<file path="src/rtl/pgm_sched.sv">
// Packet-generation scheduler: paces PGM read-engine requests by gap, probe
// interval and packet limit, with graceful stop and one packet in flight.
module pgm_sched #(
    parameter int unsigned CNT_W = 32,
    parameter int unsigned PRB_W = 16
) (
    input  logic             clk,
    input  logic             rst,
    input  logic             cfg_en,
    input  logic             cfg_stop,
    input  logic [CNT_W-1:0] cfg_gap,
    input  logic [CNT_W-1:0] cfg_pkt_total,
    input  logic [PRB_W-1:0] cfg_probe_every,
    output logic             sched_req,
    output logic             sched_probe,
    input  logic             rd_gnt,
    input  logic             rd_eop,
    input  logic             in_alf,
    output logic             busy,
    output logic             done,
    output logic [CNT_W-1:0] sent_pkt_cnt,
    output logic [CNT_W-1:0] sent_probe_cnt
);

    typedef enum logic [2:0] {
        S_IDLE,
        S_ISSUE,
        S_WAIT_END,
        S_GAP,
        S_DONE
    } state_e;

    state_e           state_q, state_d;
    logic [CNT_W-1:0] gap_l_q, gap_l_d;
    logic [CNT_W-1:0] total_l_q, total_l_d;
    logic [PRB_W-1:0] pe_l_q, pe_l_d;
    logic [CNT_W-1:0] gap_cnt_q, gap_cnt_d;
    logic [CNT_W-1:0] pkt_cnt_q, pkt_cnt_d;
    logic [CNT_W-1:0] prb_cnt_q, prb_cnt_d;
    logic [PRB_W-1:0] dsp_q, dsp_d;
    logic             stop_pend_q, stop_pend_d;
    logic             req_q, req_d;
    logic             probe_q, probe_d;
    logic             busy_q, busy_d;
    logic             done_q, done_d;

    logic             grant;
    logic             complete;
    logic             cur_probe;
    logic [CNT_W-1:0] pkt_cnt_inc;

    always_comb begin
        grant       = (state_q == S_ISSUE) && req_q && rd_gnt;
        complete    = (grant && rd_eop) || ((state_q == S_WAIT_END) && rd_eop);
        cur_probe   = (pe_l_q != '0) && (dsp_q == pe_l_q);
        pkt_cnt_inc = pkt_cnt_q + CNT_W'(1);

        state_d     = state_q;
        gap_l_d     = gap_l_q;
        total_l_d   = total_l_q;
        pe_l_d      = pe_l_q;
        gap_cnt_d   = gap_cnt_q;
        pkt_cnt_d   = pkt_cnt_q;
        prb_cnt_d   = prb_cnt_q;
        dsp_d       = dsp_q;
        stop_pend_d = stop_pend_q;

        case (state_q)
            S_IDLE: begin
                if (cfg_en) begin
                    gap_l_d     = cfg_gap;
                    total_l_d   = cfg_pkt_total;
                    pe_l_d      = cfg_probe_every;
                    pkt_cnt_d   = '0;
                    prb_cnt_d   = '0;
                    dsp_d       = '0;
                    stop_pend_d = 1'b0;
                    state_d     = S_ISSUE;
                end
            end
            S_ISSUE: begin
                // A grant beats a simultaneous stop: the packet must finish.
                if (grant) begin
                    state_d = S_WAIT_END;
                    if (cfg_stop) stop_pend_d = 1'b1;
                end else if (cfg_stop) begin
                    state_d = S_DONE;
                end
            end
            S_WAIT_END: begin
                if (cfg_stop) stop_pend_d = 1'b1;
            end
            S_GAP: begin
                if (cfg_stop) begin
                    state_d = S_DONE;
                end else if (gap_cnt_q <= CNT_W'(1)) begin
                    state_d = S_ISSUE;
                end else begin
                    gap_cnt_d = gap_cnt_q - CNT_W'(1);
                end
            end
            S_DONE: begin
                if (!cfg_en) state_d = S_IDLE;
            end
            default: state_d = S_IDLE;
        endcase

        if (complete) begin
            pkt_cnt_d = pkt_cnt_inc;
            if (cur_probe) begin
                prb_cnt_d = prb_cnt_q + CNT_W'(1);
                dsp_d     = '0;
            end else if (dsp_q != '1) begin
                dsp_d = dsp_q + PRB_W'(1);
            end
            if (stop_pend_q || cfg_stop || ((total_l_q != '0) && (pkt_cnt_inc == total_l_q))) begin
                state_d = S_DONE;
            end else if (gap_l_q != '0) begin
                state_d   = S_GAP;
                gap_cnt_d = gap_l_q;
            end else begin
                state_d = S_ISSUE;
            end
        end

        // Outputs are registered, so they are derived from the next state.
        req_d   = (state_d == S_ISSUE) && !in_alf;
        probe_d = (state_d == S_ISSUE) && (pe_l_d != '0) && (dsp_d == pe_l_d);
        busy_d  = (state_d == S_ISSUE) || (state_d == S_WAIT_END) || (state_d == S_GAP);
        done_d  = (state_d == S_DONE);
    end

    always_ff @(posedge clk) begin
        if (rst) begin
            state_q     <= S_IDLE;
            gap_l_q     <= '0;
            total_l_q   <= '0;
            pe_l_q      <= '0;
            gap_cnt_q   <= '0;
            pkt_cnt_q   <= '0;
            prb_cnt_q   <= '0;
            dsp_q       <= '0;
            stop_pend_q <= 1'b0;
            req_q       <= 1'b0;
            probe_q     <= 1'b0;
            busy_q      <= 1'b0;
            done_q      <= 1'b0;
        end else begin
            state_q     <= state_d;
            gap_l_q     <= gap_l_d;
            total_l_q   <= total_l_d;
            pe_l_q      <= pe_l_d;
            gap_cnt_q   <= gap_cnt_d;
            pkt_cnt_q   <= pkt_cnt_d;
            prb_cnt_q   <= prb_cnt_d;
            dsp_q       <= dsp_d;
            stop_pend_q <= stop_pend_d;
            req_q       <= req_d;
            probe_q     <= probe_d;
            busy_q      <= busy_d;
            done_q      <= done_d;
        end
    end

    assign sched_req      = req_q;
    assign sched_probe    = probe_q;
    assign busy           = busy_q;
    assign done           = done_q;
    assign sent_pkt_cnt   = pkt_cnt_q;
    assign sent_probe_cnt = prb_cnt_q;

endmodule
</file>
<file path="config.mk">
export PLATFORM = sky130hd
export DESIGN_NAME = pgm_sched
export DESIGN_NICKNAME = d
export VERILOG_FILES = /design/src/rtl/pgm_sched.sv
export SDC_FILE = /design/constraint.sdc
export NUM_CORES = 1
export LEC_CHECK = 0
export ABC_AREA = 1
export CORE_MARGIN = 2
export CORE_UTILIZATION = 35
export DETAILED_ROUTE_END_ITERATION = 16
export PLACE_DENSITY = 0.55
export SKIP_LAST_GASP = 1
export SLEW_MARGIN = 10
export SYNTH_ARGS = -nofsm -noshare
export SYNTH_HDL_FRONTEND = slang
export SYNTH_SLANG_ARGS = --single-unit
export TNS_END_PERCENT = 10
</file>
<file path="constraint.sdc">
create_clock -name clk -period 6.1 [get_ports clk]
set_input_delay 0.61 -clock clk [delete_from_list [all_inputs] [get_ports clk]]
set_output_delay 0.61 -clock clk [all_outputs]
set_load 0.03 [all_outputs]
</file>
After elaboration in Yosys (flattened, before gate mapping):

Cells that the tools add are included.

* logic and storage cells: 92
* output and inout bits: 68
* bits in registers: 200
* input port bits: 87

* multiplexer cells: 34
* reduce and logical (&&, ||, !) cells: 26
* $lt $le $gt $ge: 1
* eq/ne operators: 14
* add/subtract/negate cells: 4

Operator list (count)
* two-way mux 32 bit: 13
* two-way mux 16 bit: 7
* adder 32 x 1 -> 32 bit, second input constant: 2
* nonzero test 32 bit: 2
* equality test 16 bit: 2
* equality test 32 bit: 1
* less-or-equal comparator 32 x 1 -> 1 bit, second input constant: 1
* nonzero test 16 bit: 2
* subtractor 32 x 1 -> 32 bit, second input constant: 1
* two-way mux 3 bit: 8
* adder 16 x 1 -> 16 bit, second input constant: 1
* inequality test 16 bit, second input constant: 1
* one-hot mux 3 bit (5 select lines): 1
* equality test 3 x 2 -> 1 bit, second input constant: 4
* logical AND 1 bit: 9
* equality test 3 x 1 -> 1 bit, second input constant: 2
* equality test 3 bit, second input constant: 2
* logical OR 1 bit: 5
* inequality test 2 bit, second input constant: 2
* AND reduction 2 bit: 2
* nonzero test 2 bit: 2
* zero test 3 bit: 1
* two-way mux 1 bit: 3
* one-hot mux 1 bit (3 select lines): 1
* other kinds (4): 4

Longest topological paths before layout:

Gate-level depths: netlist of the first run.

* word-level depth: 9
* gate-level depth with buffers: 19
* mapped depth without buffers: 19

Worst setup path after synthesis of the first run:

OpenSTA, ideal clock, no wires.

* path kind: reg-to-reg
* start: register pkt_cnt_q[0], in the netlist sent_pkt_cnt[0]
* end: register state_q[1]
* data arrival time: 2.434 ns
* slack: 3.533 ns
* clock period less this slack: 2.567 ns
* data required time: 5.968 ns
* library setup time: 0.132 ns
* cell stages (with the launch flop): 19
* path buffers: 2
* cell sequence: dfxtp_1 ha_1 nand2_1 nor2_2 nand2_2 nor2_4 nand2_1 nand2_1 nand2_1 nand2_1 nand2_1 nor2_1 nand2_1 nor2_2 nand3_2 nand4_2 buf_6 buf_6 a21oi_1

* word-level cells in the longest chain between the ends: 6

Ends and longest elaborated chain
* start, declared: line 38 `logic [CNT_W-1:0] pkt_cnt_q, pkt_cnt_d;`
* start signal, assigned: line 154 `pkt_cnt_q <= pkt_cnt_d;`
* adder 32 x 1 -> 32 bit: line 56 `pkt_cnt_inc = pkt_cnt_q + CNT_W'(1);`
* equality test 32 bit: line 116 `if (stop_pend_q || cfg_stop || ((total_l_q != '0) && (pkt_cnt_inc == total_l_q))) begin`
* logical AND 1 bit: line 116
* logical OR 1 bit: line 116
* two-way mux 3 bit: line 116
* two-way mux 3 bit: line 108 `if (complete) begin`
* end signal, assigned: line 149 `state_q <= state_d;`
* end, declared: line 33 `state_e state_q, state_d;`

No other way between the ends.
A chain may end at the register's enable or synchronous reset.

Worst setup path in the final report of the first run:

* start: register pkt_cnt_q[2], in the netlist sent_pkt_cnt[2]
* end: register probe_q, in the netlist sched_probe

* word-level cells in the longest chain between the ends: 9

Ends and longest elaborated chain
* adder 32 x 1 -> 32 bit: line 56
* equality test 32 bit: line 116
* logical AND 1 bit: line 116
* logical OR 1 bit: line 116
* two-way mux 3 bit: line 116
* two-way mux 3 bit: line 108
* equality test 3 x 1 -> 1 bit: line 128 `probe_d = (state_d == S_ISSUE) && (pe_l_d != '0) && (dsp_d == pe_l_d);`
* logical AND 1 bit (2 in a row): line 128
* end signal, assigned: line 159 `probe_q <= probe_d;`
* end, declared: line 43 `logic probe_q, probe_d;`

No other way between the ends.

==> impl_metrics.toml, run 1 <==
[clocking]
clock_latency_ns = 0.47
cts_made_buffers = 17
clockBufferDepth = 2
ctsResizeCount = 0
htree_levels = 4
cts_tree = "done"
cts_hold_buf = 0
cts-root-buf = "clkbuf_16"
post_cts_buffers = 0
clock_sinks = 200
clk_pin_slew_ns = 0.08

[power_and_ir_drop]
power_density_nw_per_um2 = 210.0
ir_drop_v = 0.0002040
leakage_nw = 6.336

[die]
initial_utilization = 0.3543
dieArea_um2 = 36390
chipHeight_um = 190.8
die_x_um = 190.8
pin_count = 155
core_um2 = 34460
rows = 68

[logic_synthesis]
synth_nets = 2098
yosys_warnings = 0
synth_area_per_cell_um2 = 6.086
synth-seq-area-share = 0.3280
syn_area_um2 = 12210
ys_ff_latch = 200
synth_area_leaders = "dfxtp_1 (33%), nand2_1 (16%), nor2_1 (11%)"
syn_inst = 2006
synth_top_cell_by_area = "dfxtp_1"
synth.top_cell.area_share = 0.3280
synthDistinctLibCells = 47

[cells_and_area]
layout_commonest_cell = "nand2_1"
fin_area_um2 = 14700
final_cell_mix = "nand2_1 (532), nor2_1 (342), inv_1 (224), dfxtp_1 (200), clkdlybuf4s50_1 (153)"
antennaDiodeCount = 0
nets = 2218
n_fill_cell = 3727
layout-drive-gt1-share = 0.03740
synthToLayoutAreaGrowth_pct = 20.40

[route]
wirelength_um = 40650
drt-vias-per-instance = 5.050
antenna_left = 0
drtPass1Iterations = 6
drc_errors = 0
routedWlPerCell_um = 15.67
vias = 13100
drt_iter0_markers = 927

[placement]
dpl.hpwl_um = 30310
port-buffer-count = 154
dpl_cell_area_um2 = 14130
gp_congestion = 0.9061

[critical_path]
slowest_stage = "buf_4"
end_kind = "flip-flop"
rrSetupSlack_ns = 2.68
setup.worst_path.class = "flip-flop to flip-flop"
cp.arrival_ns = 3.82
cp.required_ns = 6.50
cpMostUsedCell = "nor2_1"
r2r_start = "sent_pkt_cnt[2]$_SDFFE_PP0P_"
cp_max_fo = 58
crit_path_cell_trace = "nand2_2 > nor2_8 > nand2_1 > nor2_1 > nand3_1 > nand3_1 > nand2_1 > nor2_1 > nand2_1 > nor2_1 > nand3_2 > nand4_2 > buf_4 > nand3_1 > nor2_1"
worst-r2r-cell-count = 15
worst_setup_path_start_kind = "flip-flop"
worstReg2RegEnd = "sched_probe$_SDFF_PP0_"
slowest_delay_ns = 0.51

[global_route]
grt_pass1_vias = 12490
grt_use_met1 = 0.3158
antenna_found_initial = 0
grtUsageMet2 = 0.3569
grt_pass1_wl_um = 65240
gr-max-usage-layer = "met2"
gr-usage-all-layers = 0.2261
grt_use_met3 = 0.04490
grt_max_degree = 91
grt_overflow = 0

[timing]
skew_ns = 0.02345
worst_pin_slew_ns = 1.005
setup_viol = 0
hold_viol_final = 0
period_needed_ns = 3.421
slew_headroom = 0.3293
finalCritPeriodShare = 0.5608
rsz0062_at_grt = "false"
setup_tns_ns = 0
max_freq_mhz = 292.3
slew_violations = 0

[worst_hold_path]
min_path_cells = 2
min_to = "stop_pend_q$_SDFFE_PP0P_"
hold_path.class = "flip-flop to flip-flop"
min-delay-start = "stop_pend_q$_SDFFE_PP0P_"

[run]
cap_violations = 0

[outcome]
status = "finished clean"
[critical path: cells and delay by family (launching register included)]
kind,cells,cell delay (ns)
buffers and inverters,1,0.51
DFF,1,0.50
and+or+nand+nor,14,2.34
[area by class of cell]
cell class | count | area (um2) | area share
Multi-Input combinational cell | 1513 | 7084 | 0.4820
Sequential cell | 200 | 4004 | 0.2724
Clock inverter | 15 | 140.1 | 0.009534
Timing Repair Buffer | 164 | 1612 | 0.1096
Clock buffer | 17 | 425.4 | 0.02894
Tap cell | 455 | 569.3 | 0.03873
Inverter | 230 | 863.3 | 0.05874
[synthesized netlist by cell type, drive strengths merged]
cell type / count
a2111oi: 4
a211oi: 2
a21oi: 118
a221oi: 1
a22oi: 2
a31oi: 7
and2: 4
and3: 1
buf: 20
clkbuf: 43
clkinv: 2
dfxtp: 200
ha: 5
inv: 228
nand2: 537
nand3: 150
nand3b: 19
nand4: 45
nor2: 355
nor3: 44
nor3b: 2
nor4: 13
o2111ai: 1
o211a: 1
o211ai: 7
o21a: 2
o21ai: 130
o21bai: 4
o31ai: 3
o41ai: 1
or2: 9
xnor2: 5
xnor3: 4
xor2: 37
[power breakdown]
part           switching, mW  leakage [nW]  internal (mW)
combinational          0.338          4.44          0.199
clock                  0.595         0.270          0.540
sequential            0.0479          1.63           1.37
[cells by family (layout without fill, tap and decap cells)]
kind of cell	after synthesis	in the layout	synth area share
AO/OA/AOI/OAI	283	283	0.1237
XOR/XNOR	46	46	0.03751
adder cells (fa/ha/maj)	5	5	0.005125
buffers and inverters	293	426	0.09316
flip-flops	200	200	0.3280
AND/OR/NAND/NOR	1179	1179	0.4125
[metal layers]
layer,part of all wire,vias to the layer above,wire length [um]
met5,0,-,0
met4,0.014,0,554
met3,0.058,36,2339
met2,0.44,354,17840
met1,0.49,6003,19920
li1,-,6707,-
[worst max path at each step]
stage / start / end / cells after the start
6_report: sent_pkt_cnt[2]$_SDFFE_PP0P_ / sched_probe$_SDFF_PP0_ / 15
5_1_grt: sent_pkt_cnt[0]$_SDFFE_PP0P_ / sched_probe$_SDFF_PP0_ / 16
4_1_cts: sent_pkt_cnt[0]$_SDFFE_PP0P_ / sched_probe$_SDFF_PP0_ / 18
3_5_place_dp: cfg_en / sched_probe$_SDFF_PP0_ / 16
3_3_place_gp: cfg_en / sched_probe$_SDFF_PP0_ / 16
2_1_floorplan: sent_pkt_cnt[0]$_SDFFE_PP0P_ / state_q[1]$_SDFF_PP0_ / 18
[sequential cells by signal, summed over array words and instances, names as in the netlist]
name,flops
busy,1
done,1
dsp_q,16
gap_cnt_q,32
gap_l_q,32
pe_l_q,16
sched_probe,1
sched_req,1
sent_pkt_cnt,32
sent_probe_cnt,32
state_q,3
stop_pend_q,1
total_l_q,32
[stage by stage]
stage | setup slack, ns | total power [mW] | utilization | hold slack [ns] | instances
2_1_floorplan | 3.533 | 1.782 | - | 0.4395 | 2006
3_3_place_gp | 2.359 | 1.979 | 0.4101 | 0.4489 | 2562
3_5_place_dp | 2.350 | 1.979 | 0.4101 | 0.4528 | 2562
4_1_cts | 2.697 | 3.119 | 0.4265 | 0.4656 | 2594
5_1_grt | 2.254 | 3.251 | 0.4265 | 0.4868 | 2594
6_report | 2.679 | 3.086 | 0.4265 | 0.4658 | 2594
Power figures use the tool's default switching activity.
==> run 2, diff against run 1 <==
PLACE_DENSITY = 0.57   (was 0.55)
clock period = 2.78 ns   (was 6.1 ns; I/O delays follow)
==> run 2 against run 1 <==
  * Flip-flop and latch count did not move
  * Hold slack got worse by 0.076 ns
  * Utilization rose by 2.2 points
  * Largest cell class unchanged
  * Highest routed layer unchanged
==> impl_metrics.toml, run 2 (synthesis results as in run 1) <==
[critical_path]
critical_path_buf_inv_count = 1
crit_path_cell_trace = "nand2_1 > nor2_2 > nand2_4 > nor2_4 > nand2_1 > nand3_1 > nand2_1 > nor2_1 > nand3_1 > nor2_2 > nand3_2 > nand4_4 > buf_4 > nand3_1 > nor2_1"
end_kind = "flip-flop"
cp_max_fo = 6
cp.required_ns = 3.17
setup.worst_path.class = "flip-flop to flip-flop"
cp.arrival_ns = 2.97
slowest_delay_ns = 0.41
worst_setup_path_start_kind = "flip-flop"
slowest_stage = "dfxtp_1"
crit_family = "simple AND/OR/NAND/NOR gates"

[global_route]
grt_pass1_vias = 12630
gr-usage-all-layers = 0.2288
grt_overflow = 0
grt_max_degree = 53
antenna_found_initial = 0
grt_pass1_wl_um = 66130

[route]
drt_iter0_markers = 882
drt-vias-per-instance = 5.022
wirelength_um = 41420
antenna_left = 0
drtPass1Iterations = 5
routedWlPerCell_um = 15.53
drc_errors = 0
vias = 13400

[clocking]
clockBufferDepth = 2
cts_hold_buf = 0
cts-root-buf = "clkbuf_16"
cts_made_buffers = 17
clock_latency_ns = 0.45
clk_pin_slew_ns = 0.08
clock_sinks = 200
htree_levels = 4
cts_tree = "done"

[power_and_ir_drop]
power_density_nw_per_um2 = 451.3
leakage_nw = 6.769
ir_drop_v = 0.0004306
p_sw_mw = 2.090
pwr-share-clk = 0.374
intPower_mw = 4.890
sw_frac_of_total = 0.2995
power_frac_comb = 0.181
seq_power_share = 0.445

[timing]
skew_ns = 0.009544
worst_pin_slew_ns = 0.8128
max_freq_mhz = 386.9
worst_slack_ns = 0.1953
finalCritPeriodShare = 0.9297
setup_viol = 0
slew_headroom = 0.4557
hold_viol_final = 0
rsz0062_at_grt = "true"
slew_violations = 0
period_needed_ns = 2.585

[placement]
pre_cts_ws_ns = 0.07458
port-buffer-count = 154
dpl.cell_count = 2631
gp_congestion = 0.9446
dpl.hpwl_um = 31500

[die]
core_um2 = 34460
chipHeight_um = 190.8
dieArea_um2 = 36390
die_x_um = 190.8
initial_utilization = 0.3543
pin_count = 155
rows = 68

[cells_and_area]
stdcell_count = 2668
layout_commonest_cell = "nand2_1"
synthToLayoutAreaGrowth_pct = 26.70
nets = 2292
antennaDiodeCount = 0
layout-drive-gt1-share = 0.08224
final_cell_mix = "nand2_1 (530), nor2_1 (332), inv_1 (223), dfxtp_1 (191), clkdlybuf4s50_1 (153)"

[run]
cap_violations = 0

[outcome]
status = "finished clean"

[worst_hold_path]
hold_path.class = "input port to flip-flop"
-- run 2: cell count changes in the layout (fill, tap and decap cells not counted), moves of 4 or more --
cell	before	now
buf_4	10	79
nor2_4	3	7
dfxtp_2	0	9
nor2_1	342	332
dfxtp_1	200	191
nor2_2	8	14
-- run 2: what timing repair did --
| item | in CTS | in global routing |
|---|---|---|
| resized for setup | 0 | 38 |
| setup endpoints to repair | 0 | 38 |
| buffers inserted | 0 | 4 |
-- run 2: path summary, 6_finish.rpt --
kind / startpoint / slack, ns / endpoint / depth (start not counted)
hold reg to reg: stop_pend_q$_SDFFE_PP0P_ / 0.46 / stop_pend_q$_SDFFE_PP0P_ / 2
setup / recovery: sent_pkt_cnt[5]$_SDFFE_PP0P_ / 0.20 / sched_req$_SDFF_PP0_ / 15
hold / removal: rst / 0.39 / sent_probe_cnt[18]$_SDFF_PP0_ / 4
setup reg to reg: sent_pkt_cnt[5]$_SDFFE_PP0P_ / 0.20 / sched_req$_SDFF_PP0_ / 15
-- run 2: cell type report --
class	count	area, um2
Clock buffer	20	456.7
Clock inverter	12	141.4
Fill cell	3704	18990
Inverter	230	863.3
Multi-Input combinational cell	1513	7196
Sequential cell	200	4015
Tap cell	455	569.3
Timing Repair Buffer	238	2226
-- run 2: through the flow --
stage	TNS, ns	util	instance area (um2)	power (mW)	hold WS, ns
after global routing	-0.1848	0.4489	15470	7.352	0.4045
after detailed placement	0	0.4263	14690	4.425	0.4504
after global placement	0	0.4263	14690	4.422	0.4490
after CTS	0	0.4436	15290	7.036	0.3864
final	0	0.4489	15470	6.980	0.3900
after floorplan	0	-	12210	3.909	0.4380
-- run 2: metal layers --
metal | share of wire | vias to the layer above | track usage | routed length (um)
li1 | - | 6857 | - | -
met1 | 0.48 | 6152 | 0.3178 | 19830
met2 | 0.45 | 341 | 0.3643 | 18660
met3 | 0.052 | 49 | 0.03883 | 2143
met4 | 0.019 | 0 | 0.06172 | 790
met5 | 0 | - | 0 | 0
-- run 2: power groups by stage --
stage	Sequential (mW)	Clock [mW]	Combinational, mW
final	3.11	2.61	1.26
after global routing	3.13	2.80	1.43
after CTS	3.11	2.67	1.26
after detailed placement	3.17	0	1.25
after global placement	3.17	0	1.25
after floorplan	3.14	0	0.767
-- run 2: worst min-delay path: cells and delay by family --
family / cells / cell delay, ns
AO/OA/AOI/OAI: 1 / 0.06
buffers and inverters: 1 / 0.16
AND/OR/NAND/NOR: 2 / 0.29
==> run 3, diff against run 2 <==
CORE_UTILIZATION = 51   (was 35)
PLACE_DENSITY = 0.77   (was 0.57)
clock period = 2.3 ns   (was 2.78 ns; I/O delays follow)
==> run 3 against run 2 <==
  * The flow now finishes with violations (setup timing)
  * Flip-flop and latch count unchanged
  * Cell count increased by 1.2%
  * Clock power increased by 24%
  * Highest routed layer unchanged
  * Setup slack got worse by 0.45 ns
  * Cell area increased by 8.9%
  * Sequential share of layout area decreased by 2.0 points
  * First-iteration DRC count increased by 60%
  * Total power increased by 24%
  * Non-clock buffer count increased by 169
  * Critical path type unchanged
==> impl_metrics.toml, run 3 (synthesis results as in run 1) <==
[cells_and_area]
multi_input_area_um2 = 7396
fin_area_um2 = 16840
n_fill_cell = 2019
synthToLayoutAreaGrowth_pct = 37.93
final_cell_mix = "nand2_1 (508), nor2_1 (306), buf_4 (245), inv_1 (224), dfxtp_1 (185)"
layout_commonest_cell = "nand2_1"
layout-drive-gt1-share = 0.1721
regArea_um2 = 4030
antennaDiodeCount = 0
nets = 2461

[global_route]
grtUsageMet2 = 0.5544
grt_use_met1 = 0.4090
grt_pass1_wl_um = 67770
antenna_found_initial = 0
grt_pass1_vias = 13830
gr-max-usage-layer = "met2"
gr-usage-all-layers = 0.3264
grt_use_met3 = 0.05381
grt_overflow = 0
grt_max_degree = 94

[route]
drt_iter0_markers = 1407
drc_errors = 0
routedWlPerCell_um = 15.55
vias = 14550
wirelength_um = 42000
antenna_left = 0
drt-vias-per-instance = 5.386
drtPass1Iterations = 6

[timing]
hold_viol_final = 0
period_needed_ns = 2.554
setup_viol = 55
slew_headroom = 0.4554
max_freq_mhz = 391.5
slew_violations = 0
finalCritPeriodShare = 1.110
worst_pin_slew_ns = 0.8169
rsz0062_at_grt = "true"
skew_ns = 0.02523
hold_ws_ns = 0.2046
worst_slack_ns = -0.2541

[clocking]
clock_latency_ns = 0.46
clock_sinks = 200
cts_hold_buf = 0
cts_made_buffers = 17
clockBufferDepth = 2
cts_tree = "done"
clk_pin_slew_ns = 0.09
htree_levels = 4
cts-root-buf = "clkbuf_16"

[critical_path]
crit_family = "simple AND/OR/NAND/NOR gates"
end_kind = "flip-flop"
crit_path_cell_trace = "ha_4 > nand2_4 > nor2_4 > nand2_4 > nor2_4 > buf_12 > nand3b_1 > nand2_4 > nor2_4 > nor2_2 > nand2_1 > nor2_2 > nand3_2 > nand4_4 > buf_6 > nand3_4 > nor2_1"
cp_max_fo = 7
cp.required_ns = 2.68
worst_setup_path_start_kind = "flip-flop"
critical_path_buf_inv_count = 2
slowest_delay_ns = 0.38
cp.arrival_ns = 2.93
setup.worst_path.class = "flip-flop to flip-flop"
slowest_stage = "dfxtp_4"
rrSetupSlack_ns = -0.25

[placement]
dpl.hpwl_um = 30960
dpl_cell_area_um2 = 15790
gp_congestion = 1.039
port-buffer-count = 154

[power_and_ir_drop]
power_density_nw_per_um2 = 514.0
ir_drop_v = 0.0004353
seq_power_share = 0.434
p_sw_mw = 2.675
totalPowerFinal_mw = 8.655
leakage_nw = 7.641
intPower_mw = 5.981
pwr-share-clk = 0.374
sw_frac_of_total = 0.3090
power_frac_comb = 0.192

[worst_hold_path]
hold_path.class = "input port to flip-flop"

[outcome]
violations = "setup timing"
status = "finished with violations"

[die]
dieArea_um2 = 25190
rows = 56
pin_count = 155
die_x_um = 158.7
chipHeight_um = 158.7
initial_utilization = 0.5201
core_um2 = 23470

[run]
cap_violations = 0
run 3: changes by cell type in the layout (fill, tap and decap cells not counted), sizes merged:
cell,before,now
clkinv,5,9
clkbuf,21,19
clkinvlp,4,0
bufinv,2,1
inv,231,233
buf,84,254
run 3: metrics by stage:
step | util | TNS [ns] | setup WS (ns) | instances
floorplan | - | 0 | 0.001141 | 2006
global route | 0.7174 | -20.98 | -0.4538 | 2701
finish | 0.7174 | -9.341 | -0.2541 | 2701
CTS | 0.7143 | -7.576 | -0.2011 | 2704
detailed placement | 0.6727 | -13.73 | -0.3563 | 2659
global placement | 0.6727 | -10.86 | -0.3229 | 2659
run 3: power groups by stage:
stage / registers, mW / clock network, mW / logic, mW
after global placement: 3.82 / 0 / 1.58
final: 3.75 / 3.24 / 1.66
after detailed placement: 3.83 / 0 / 1.60
after CTS: 3.75 / 3.24 / 1.63
after floorplan: 3.80 / 0 / 0.927
after global routing: 3.77 / 3.37 / 1.84
run 3: worst paths after layout:
kind,start,endpoint,cells after the start
max,sent_pkt_cnt[0]$_SDFFE_PP0P_,sched_req$_SDFF_PP0_,17
min,rst,sent_probe_cnt[17]$_SDFF_PP0_,2
max reg2reg,sent_pkt_cnt[0]$_SDFFE_PP0P_,sched_req$_SDFF_PP0_,17
min reg2reg,gap_l_q[26]$_SDFFE_PP0P_,gap_l_q[26]$_SDFFE_PP0P_,2
run 3: final cells by class:
type | count | share of cell area
Tap cell | 319 | 0.02370
Sequential cell | 200 | 0.2393
Clock buffer | 19 | 0.02757
Inverter | 230 | 0.05127
Multi-Input combinational cell | 1513 | 0.4392
Clock inverter | 13 | 0.01025
Timing Repair Buffer | 407 | 0.2086
run 3: worst reg2reg max path, stage by stage (launching register included):
cell	delay, ns
dfxtp_4	0.38
ha_4	0.15
nand2_4	0.06
nor2_4	0.19
nand2_4	0.12
nor2_4	0.20
buf_12	0.13
nand3b_1	0.12
nand2_4	0.11
nor2_4	0.05
nor2_2	0.08
nand2_1	0.08
nor2_2	0.12
nand3_2	0.11
nand4_4	0.17
buf_6	0.19
nand3_4	0.10
nor2_1	0.11
run 3: routing by layer:
layer | part of all wire | routed length [um]
met3 | 0.070 | 2928
met5 | 0 | 0
met1 | 0.42 | 17510
met2 | 0.47 | 19950
met4 | 0.038 | 1612
run 3: what timing repair did:
item / CTS / global route
pin swaps: 13 / 24
gates resized for setup: 48 / 57
gates cloned: 3 / 0
buffers inserted: 10 / 2
setup endpoints to repair: 54 / 74
==> patch: new RTL, flow settings as in run 3 <==
The 5 states of `state_e` get a one-hot encoding in 5 bits.
--- a/src/rtl/pgm_sched.sv
+++ b/src/rtl/pgm_sched.sv
@@ -23,10 +23,10 @@
 );
 
-    typedef enum logic [2:0] {
-        S_IDLE,
-        S_ISSUE,
-        S_WAIT_END,
-        S_GAP,
-        S_DONE
+    typedef enum logic [4:0] {
+        S_IDLE     = 5'b00001,
+        S_ISSUE    = 5'b00010,
+        S_WAIT_END = 5'b00100,
+        S_GAP      = 5'b01000,
+        S_DONE     = 5'b10000
     } state_e;
 
Behaviour: same outputs for any inputs over 4 cycles, from zero or initial values and one cycle with rst high; so few cycles prove little.
==> patch against run 3 <==
The flow still finishes with violations (setup timing). Area after synthesis down 1.6%. Worst setup slack worse by 0.063 ns. Total power up 5.1%. Largest power group is now clock. Highest routed layer is now met5. Non-clock buffer count down 3. Routed wire length down 5.5%. Final area about the same. Clock power up 23%. Largest cell class unchanged. Sequential cell count up 2.
==> patch: results (changes against run 3) <==
Max rail drop VDD 0.000474 V (+8.8%); CTS buffer count 22 (+5); outcome complete, but fails checks; clock slew seen by the registers of the worst setup and hold paths 0.06 ns (-0.03 ns); First-pass DRT Iterations 8 (+2); first-pass GRT wire length 61900 um (-8.6%); routed wire length 39700 um (-5.5%); Post-Route Hold Slack 0.236 ns (+0.0315 ns); clk buf depth 3 (+1); Worst Setup EP busy$_SDFF_PP0_; combinational gate power 1360 uW (-18%); least setup slack across all paths after layout -0.318 ns (-0.0634 ns); cell count of the worst hold path 5 (+3); final number of setup-violating endpoints 44 (-20%); cell leakage power 0.00762 uW (-0.25%); sequential area share after synthesis 0.337 (+0.00856); count of vias placed by the detailed router 13900 (-4.6%); half-perimeter wire length after placement 28600 um (-7.6%); net count reported at finish 2390 (-2.9%); worst-case clock skew 0.0135 ns (-0.0117 ns); GRT Total Usage 0.306 (-0.0204); antenna violations before repair 1 (+1); violations in the final reports setup timing; average cell area after synthesis 6.20 um^2 (+1.8%); commonest cells in the synthesized netlist sky130_fd_sc_hd__nand2_1 (591), sky130_fd_sc_hd__nor2_1 (264), sky130_fd_sc_hd__inv_1 (209), sky130_fd_sc_hd__dfxtp_1 (202), sky130_fd_sc_hd__a21oi_1 (147); critical path peak fanout 5 (-2); clock latency of the later-clocked register in the worst-skew pair 0.51 ns (+0.05 ns); maximum number of pins on one net before global-route repair 104 (+11%); CP Data Arrival Time 3.03 ns (+0.10 ns); cell-internal power 6650 uW (+11%); Worst Tran Pin Value 0.642 ns (-0.175 ns); number of nets in the synthesized netlist 2031 (-3.2%); Net Switching 2440 uW (-8.7%); total cell area at the placement stage 15500 um^2 (-2.0%); number of H-tree levels 1 (-3); fraction of final layout cells sized beyond drive strength 1 0.175 (+0.00247); part of the total power dissipated in sequential elements 0.411 (-0.023); number of design-rule violations left by the first detailed-router iteration 1139 (-19%); Post-Place Setup Slack -0.269 ns (+0.0873 ns); average vias per placed instance 5.27 (-2.1%)
-- patch: cell types whose count changed in the layout (fill, tap and decap cells not counted), moves of 11 or more --
cell,change
sky130_fd_sc_hd__nand3b_1,-15
sky130_fd_sc_hd__nor3_1,-14
sky130_fd_sc_hd__nand2_1,+57
sky130_fd_sc_hd__o21ai_0,-43
sky130_fd_sc_hd__nor2_1,-55
sky130_fd_sc_hd__nand4_1,-11
sky130_fd_sc_hd__buf_4,-12
sky130_fd_sc_hd__a21oi_1,+28
sky130_fd_sc_hd__nor2_2,-23
sky130_fd_sc_hd__inv_1,-16
sky130_fd_sc_hd__nand3_1,-16
-- patch: what timing repair did --
item | 4_1_cts | 5_1_grt
resized for setup | 8 | 73
endpoints found under the setup margin | 42 | 87
cloned | 1 | 6
pin swaps | 4 | 23
setup buffers | 2 | 8
-- patch: logic make-up (layout without fill, tap and decap cells) --
family                     after synthesis  count (layout)  share of synthesized area
and+or+nand+nor                       1109            1110                      0.393
DFF                                    202             202                      0.337
buffers and inverters                  294             668                     0.0966
AOI/OAI and AO/OA                      273             273                      0.121
adders and majority gates                5               5                    0.00521
xor gates and xnor gates                56              56                     0.0477
-- patch: routing by layer --
metal  GRT usage  vias to the layer above  routed length, um
li1            -                     6912                  -
met5           0                        -                 13
met3      0.0317                       97               2600
met1       0.399                     6352              17000
met2       0.528                      519              19000
met4       0.103                        2               1070
-- patch: cell type report --
class	instances	area (um^2)
fill	1931	6490
inverter	224	841
tap	319	399
sequential	202	4070
multi-input combinational	1444	7110
clock inverter	12	194
timing repair buffer	404	3620
clock buffer	28	614
-- patch: critical path: cells and delay by family (launching register included) --
family	cells	cell delay [ns]
adders and majority gates	1	0.15
and+or+nand+nor	16	1.66
buffers and inverters	2	0.26
AOI/OAI and AO/OA	1	0.07
DFF	1	0.38
